`src/rtl/result_transmitter.sv`:
```
// result_transmitter: streams a block of 64-bit RAM words to the CPU bus
// as pairs of 32-bit halves (low half first). Each half is offered with INT
// and Bus_OE and held until the CPU acknowledges it.
//
// state   | meaning
// --------+-------------------------------------------------------------
// IDLE    | waiting for Start; bus released
// READ    | RAM address presented for the current word
// LATCH   | RAM data captured into the hold register
// SEND_LO | low half on the bus; INT raised, waiting for CPU_Ack
// SEND_HI | high half on the bus; INT raised, waiting for CPU_Ack
// DONE    | transfer finished; Done_Transmitting pulsed on exit
module result_transmitter #(
    parameter int RAM_ADDRESS_WIDTH = 13,
    parameter int DATA_WIDTH        = 64,
    parameter int BUS_WIDTH         = 32
) (
    input  logic                         CLK,
    input  logic                         RST,
    input  logic                         Start,
    input  logic [RAM_ADDRESS_WIDTH-1:0] Base_Address,
    input  logic [RAM_ADDRESS_WIDTH-1:0] Word_Count,
    output logic [RAM_ADDRESS_WIDTH-1:0] RAM_RD_Address,
    input  logic [DATA_WIDTH-1:0]        RAM_RD_Data,
    output logic [BUS_WIDTH-1:0]         Bus_Data,
    output logic                         Bus_OE,
    output logic                         INT,
    input  logic                         CPU_Ack,
    output logic                         Busy,
    output logic                         Done_Transmitting
);

    typedef enum logic [2:0] {
        S_IDLE    = 3'd0,
        S_READ    = 3'd1,
        S_LATCH   = 3'd2,
        S_SEND_LO = 3'd3,
        S_SEND_HI = 3'd4,
        S_DONE    = 3'd5
    } state_t;

    localparam logic [RAM_ADDRESS_WIDTH-1:0] ADDR_ONE = RAM_ADDRESS_WIDTH'(1);
    localparam logic [RAM_ADDRESS_WIDTH-1:0] ADDR_ZERO = '0;

    state_t                         state;
    logic [RAM_ADDRESS_WIDTH-1:0]   addr;
    logic [RAM_ADDRESS_WIDTH-1:0]   remaining;
    logic [DATA_WIDTH-1:0]          hold;
    logic [RAM_ADDRESS_WIDTH-1:0]   ram_addr;
    logic [BUS_WIDTH-1:0]           bus_data;
    logic                           bus_oe;
    logic                           int_r;
    logic                           done;

    // Sequencer and registered outputs. The RAM address is loaded on entry
    // to READ so a one-cycle-latency RAM has data ready by the LATCH edge.
    // INT rises one cycle after a SEND state is entered and drops on the
    // acknowledge edge, so an acknowledge only counts while INT is high.
    always_ff @(posedge CLK) begin
        if (RST) begin
            state     <= S_IDLE;
            addr      <= '0;
            remaining <= '0;
            hold      <= '0;
            ram_addr  <= '0;
            bus_data  <= '0;
            bus_oe    <= 1'b0;
            int_r     <= 1'b0;
            done      <= 1'b0;
        end else begin
            unique case (state)
                S_IDLE: begin
                    done <= 1'b0;
                    if (Start) begin
                        addr      <= Base_Address;
                        remaining <= Word_Count;
                        if (Word_Count != ADDR_ZERO) begin
                            ram_addr <= Base_Address;
                            state    <= S_READ;
                        end else begin
                            state <= S_DONE;
                        end
                    end
                end
                S_READ: begin
                    state <= S_LATCH;
                end
                S_LATCH: begin
                    hold  <= RAM_RD_Data;
                    state <= S_SEND_LO;
                end
                S_SEND_LO: begin
                    if (!int_r) begin
                        int_r    <= 1'b1;
                        bus_oe   <= 1'b1;
                        bus_data <= hold[BUS_WIDTH-1:0];
                    end else if (CPU_Ack) begin
                        int_r    <= 1'b0;
                        bus_data <= hold[DATA_WIDTH-1:BUS_WIDTH];
                        state    <= S_SEND_HI;
                    end
                end
                S_SEND_HI: begin
                    if (!int_r) begin
                        int_r <= 1'b1;
                    end else if (CPU_Ack) begin
                        int_r     <= 1'b0;
                        bus_oe    <= 1'b0;
                        bus_data  <= '0;
                        remaining <= remaining - ADDR_ONE;
                        addr      <= addr + ADDR_ONE;
                        if (remaining == ADDR_ONE) begin
                            state <= S_DONE;
                        end else begin
                            ram_addr <= addr + ADDR_ONE;
                            state    <= S_READ;
                        end
                    end
                end
                S_DONE: begin
                    done  <= 1'b1;
                    state <= S_IDLE;
                end
                default: begin
                    state <= S_IDLE;
                end
            endcase
        end
    end

    // Output wiring; Busy follows the state register directly.
    always_comb begin
        RAM_RD_Address    = ram_addr;
        Bus_Data          = bus_data;
        Bus_OE            = bus_oe;
        INT               = int_r;
        Done_Transmitting = done;
        Busy              = (state != S_IDLE);
    end

endmodule

```
`config.mk`:
```
export PLATFORM = sky130hd
export DESIGN_NAME = result_transmitter
export DESIGN_NICKNAME = d
export VERILOG_FILES = /design/src/rtl/result_transmitter.sv
export SDC_FILE = /design/constraint.sdc
export NUM_CORES = 1
export LEC_CHECK = 0
export BUFFER_PORTS_ARGS = -buffer_cell sky130_fd_sc_hd__buf_2
export CAP_MARGIN = 20
export CORE_ASPECT_RATIO = 0.6
export CORE_MARGIN = 1.5
export CORE_UTILIZATION = 58
export DETAILED_ROUTE_END_ITERATION = 6
export PLACE_DENSITY = 0.85
export SLEW_MARGIN = 20
export SYNTH_ARGS = -nofsm -noshare
export SYNTH_HDL_FRONTEND = slang
export SYNTH_SLANG_ARGS = --single-unit
```
`constraint.sdc`:
```
create_clock -name CLK -period 2.9 [get_ports CLK]
set_input_delay 0 -clock CLK [delete_from_list [all_inputs] [get_ports CLK]]
set_output_delay 0 -clock CLK [all_outputs]
set_load 0.02 [all_outputs]
```
==> results.py <==
metrics = {
    "die": {
        "placementRows": 28,
        "die-area_um2": 11220,
        "ios": 143,
        "die_h_um": 82.65,
        "initial_utilization_pct": 60.99,
        "core_um2": 10050,
        "die_w_um": 135.7,
    },
    "synth": {
        "synth-seq-cells": 141,
        "yosysSeqAreaShare_pct": 46.03,
        "syn_nets": 865,
        "synth_ff_type": "dfxtp_1",
        "synth_area_um2": 6132,
        "synthDistinctLibCells": 55,
        "yosysWarningCount": 0,
        "synthArstFlopShare_pct": 0,
        "syn_avg_cell_area_um2": 7.985,
        "syn_inst": 768,
        "synth_edf_count": 0,
    },
    "route": {
        "via_count": 6470,
        "routed_via_density": 5.818,
        "wl_per_cell_um": 17.39,
        "drt-initial-drc-count": 672,
        "drc": 0,
        "drt-pass1-iter-count": 6,
        "ant_nets": 0,
        "drt_wl_total_um": 19340,
    },
    "clock_tree": {
        "cts_tree": "built",
        "cts_inserted_buffers": 17,
        "root_buffer": "clkbuf_16",
        "htreeDepth": 4,
        "clk_transition_reported_paths_ps": 70,
        "clock_sink_count": 141,
        "clock_latency_ps": 410,
        "ctsHoldBuffers": 82,
        "cts_buffer_depth": 2,
        "cts_resized": 0,
        "cts_setup_buffers": 0,
    },
    "worst_setup_path": {
        "cp-start-kind": "register",
        "reg2reg_setup_slack_ps": 620,
        "path_max_fanout": 43,
        "r2r_cells": 6,
        "endpoint_kind": "register",
        "timing.rr.end": "Bus_OE$_SDFFE_PP0P_",
        "crit_type": "reg -> reg",
        "slowest_delay_ps": 560,
        "r2r-start": "state[2]$_SDFFE_PP0P_",
        "cp.required_ps": 3190,
        "crit_slowest_cell": "dlygate4sd3_1",
        "crit_chain": "nor3b_2, buf_12, nand2_1, a21oi_1, nor2_1, dlygate4sd3_1",
        "critical_path_arrival_ps": 2570,
    },
    "worst_hold_path": {
        "min_path_cells": 4,
        "min_to": "RAM_RD_Address[5]$_SDFFE_PP0P_",
        "min_from": "Base_Address[5]",
        "hp-class": "in -> reg",
    },
    "finish": {
        "seq_area_um2": 2824,
        "layout_common_cells": "nand2_1, buf_2, dfxtp_1",
        "layout.nets": 1061,
        "multi_input_area_um2": 3073,
        "nFillCells": 596,
        "antenna_cells": 0,
        "final_common_cell": "nand2_1",
        "final_area_um2": 8330,
        "final_util_pct": 82.85,
        "areaGrowthSynthToFinish_pct": 35.85,
        "drive_above_1_share_pct": 20.68,
    },
    "timing": {
        "skew_ps": 12.07,
        "maxSlewViolCount": 0,
        "setup_viol": 0,
        "setup_tns_ps": 0,
        "rsz0062_at_grt": "no",
        "tightestPinTransition_ps": 723.7,
        "period_share_pct": 78.68,
        "relSlewSlack_pct": 51.60,
        "fmax_mhz": 438.3,
        "worst_hold_slack_ps": 23.84,
        "min_period_ps": 2282,
        "fin_ws_ps": 618.3,
        "finalHoldViolations": 0,
    },
    "global_routing": {
        "grt_overflow": 0,
        "grtUsageMet2_pct": 58.48,
        "grt.total_usage_pct": 34.12,
        "busiest_layer": "met2",
        "grt_max_degree": 65,
        "use_met1_pct": 42.56,
        "antenna_found_initial": 0,
        "grt_pass1_wl_um": 29750,
        "first_global_vias": 6185,
        "grt_use_met3_pct": 6.716,
    },
    "run_status": {
        "outcome": "finished clean",
    },
    "job": {
        "cap_violations": 0,
    },
    "place": {
        "placed_cell_area_um2": 6914,
        "post-dp-hpwl_um": 10810,
        "dpl_worst_slack_ps": 421.4,
        "portBuffers": 142,
        "gp_congestion": 0.8901,
    },
    "power_and_ir_drop": {
        "ir_drop_mv": 0.5369,
        "p_leak_nw": 3.344,
        "p_per_area_nw_per_um2": 609.8,
    },
}
==> where the power goes <==
group	internal, mW	switching (mW)	leakage (nW)
Clock	1.29	0.884	0.285
Combinational	0.331	0.441	1.91
Sequential	2.05	0.0909	1.15
Total	3.66	1.42	3.34
==> registers in the layout, indices dropped and copies added, names as in the netlist, 3 cells and up <==
register,count
addr,13
Bus_Data,32
remaining,13
state,3
RAM_RD_Address,13
hold,64
==> kinds of logic (layout without fill, tap and decap cells) <==
| family | count (synthesis) | after routing | synth area share, % |
|---|---|---|---|
| multiplexers | 38 | 38 | 6.223 |
| buffers and inverters | 66 | 275 | 4.203 |
| XOR/XNOR | 14 | 14 | 2.000 |
| AND/OR/NAND/NOR | 324 | 324 | 23.89 |
| adder cells (fa/ha/maj) | 3 | 3 | 0.6122 |
| AO/OA/AOI/OAI | 182 | 182 | 17.04 |
| flip-flops | 141 | 141 | 46.03 |
==> metal layers <==
metal	vias to the layer above	share of wire, %
met5	-	0
met3	70	8.2
li1	3031	-
met4	0	2.9
met1	2996	41
met2	373	47
==> stage by stage <==
stage          total power [mW]  instances
2_1_floorplan             2.607        768
3_3_place_gp              2.785        998
3_5_place_dp              2.819        998
4_1_cts                   5.054       1112
5_1_grt                   5.253       1112
6_report                  5.080       1112
==> synth_stat cells, types with 3 or more instances <==
master | number | share of area (%)
or3_1 | 4 | 0.41
xor2_1 | 7 | 1.0
inv_1 | 7 | 0.43
nor4_1 | 7 | 0.71
nor3_1 | 38 | 3.1
a22o_1 | 3 | 0.43
nand3_1 | 10 | 0.82
clkbuf_1 | 52 | 3.2
a22oi_1 | 3 | 0.37
mux2i_1 | 37 | 6.0
or2_2 | 3 | 0.31
nor2_1 | 70 | 4.3
a21o_1 | 3 | 0.37
ha_1 | 3 | 0.61
dfxtp_1 | 141 | 46
nor2b_1 | 3 | 0.31
buf_1 | 3 | 0.18
nand2_1 | 158 | 9.7
nand2b_1 | 10 | 1.0
xnor2_1 | 7 | 1.0
a211oi_1 | 9 | 1.1
o211ai_1 | 10 | 1.2
o21ai_0 | 14 | 1.1
a21oi_1 | 122 | 10
==> worst max-delay path by stage <==
stage                                   start                              end
floorplan           remaining[3]$_SDFFE_PP0P_       remaining[11]$_SDFFE_PP0P_
global placement        state[2]$_SDFFE_PP0P_  RAM_RD_Address[12]$_SDFFE_PP0P_
detailed placement      state[0]$_SDFFE_PP0P_  RAM_RD_Address[12]$_SDFFE_PP0P_
CTS                     state[0]$_SDFFE_PP0P_  RAM_RD_Address[12]$_SDFFE_PP0P_
global route            state[0]$_SDFFE_PP0P_  RAM_RD_Address[10]$_SDFFE_PP0P_
finish                  state[2]$_SDFFE_PP0P_              Bus_OE$_SDFFE_PP0P_
==> cell type report <==
class                           count  area share [%]
Multi-Input combinational cell    561           36.89
Sequential cell                   141           33.90
Timing Repair Buffer              236           19.80
Clock buffer                       18           5.152
Tap cell                          135           2.028
Clock inverter                     14           1.923
Inverter                            7          0.3154
==> worst max-delay path: cells and delay by family (launching register included) <==
kind / cells / cell delay, ps
buffers and inverters: 2 / 870
AOI/OAI and AO/OA: 1 / 140
and+or+nand+nor: 3 / 680
DFF: 1 / 480
Power figures use the tool's default switching activity.
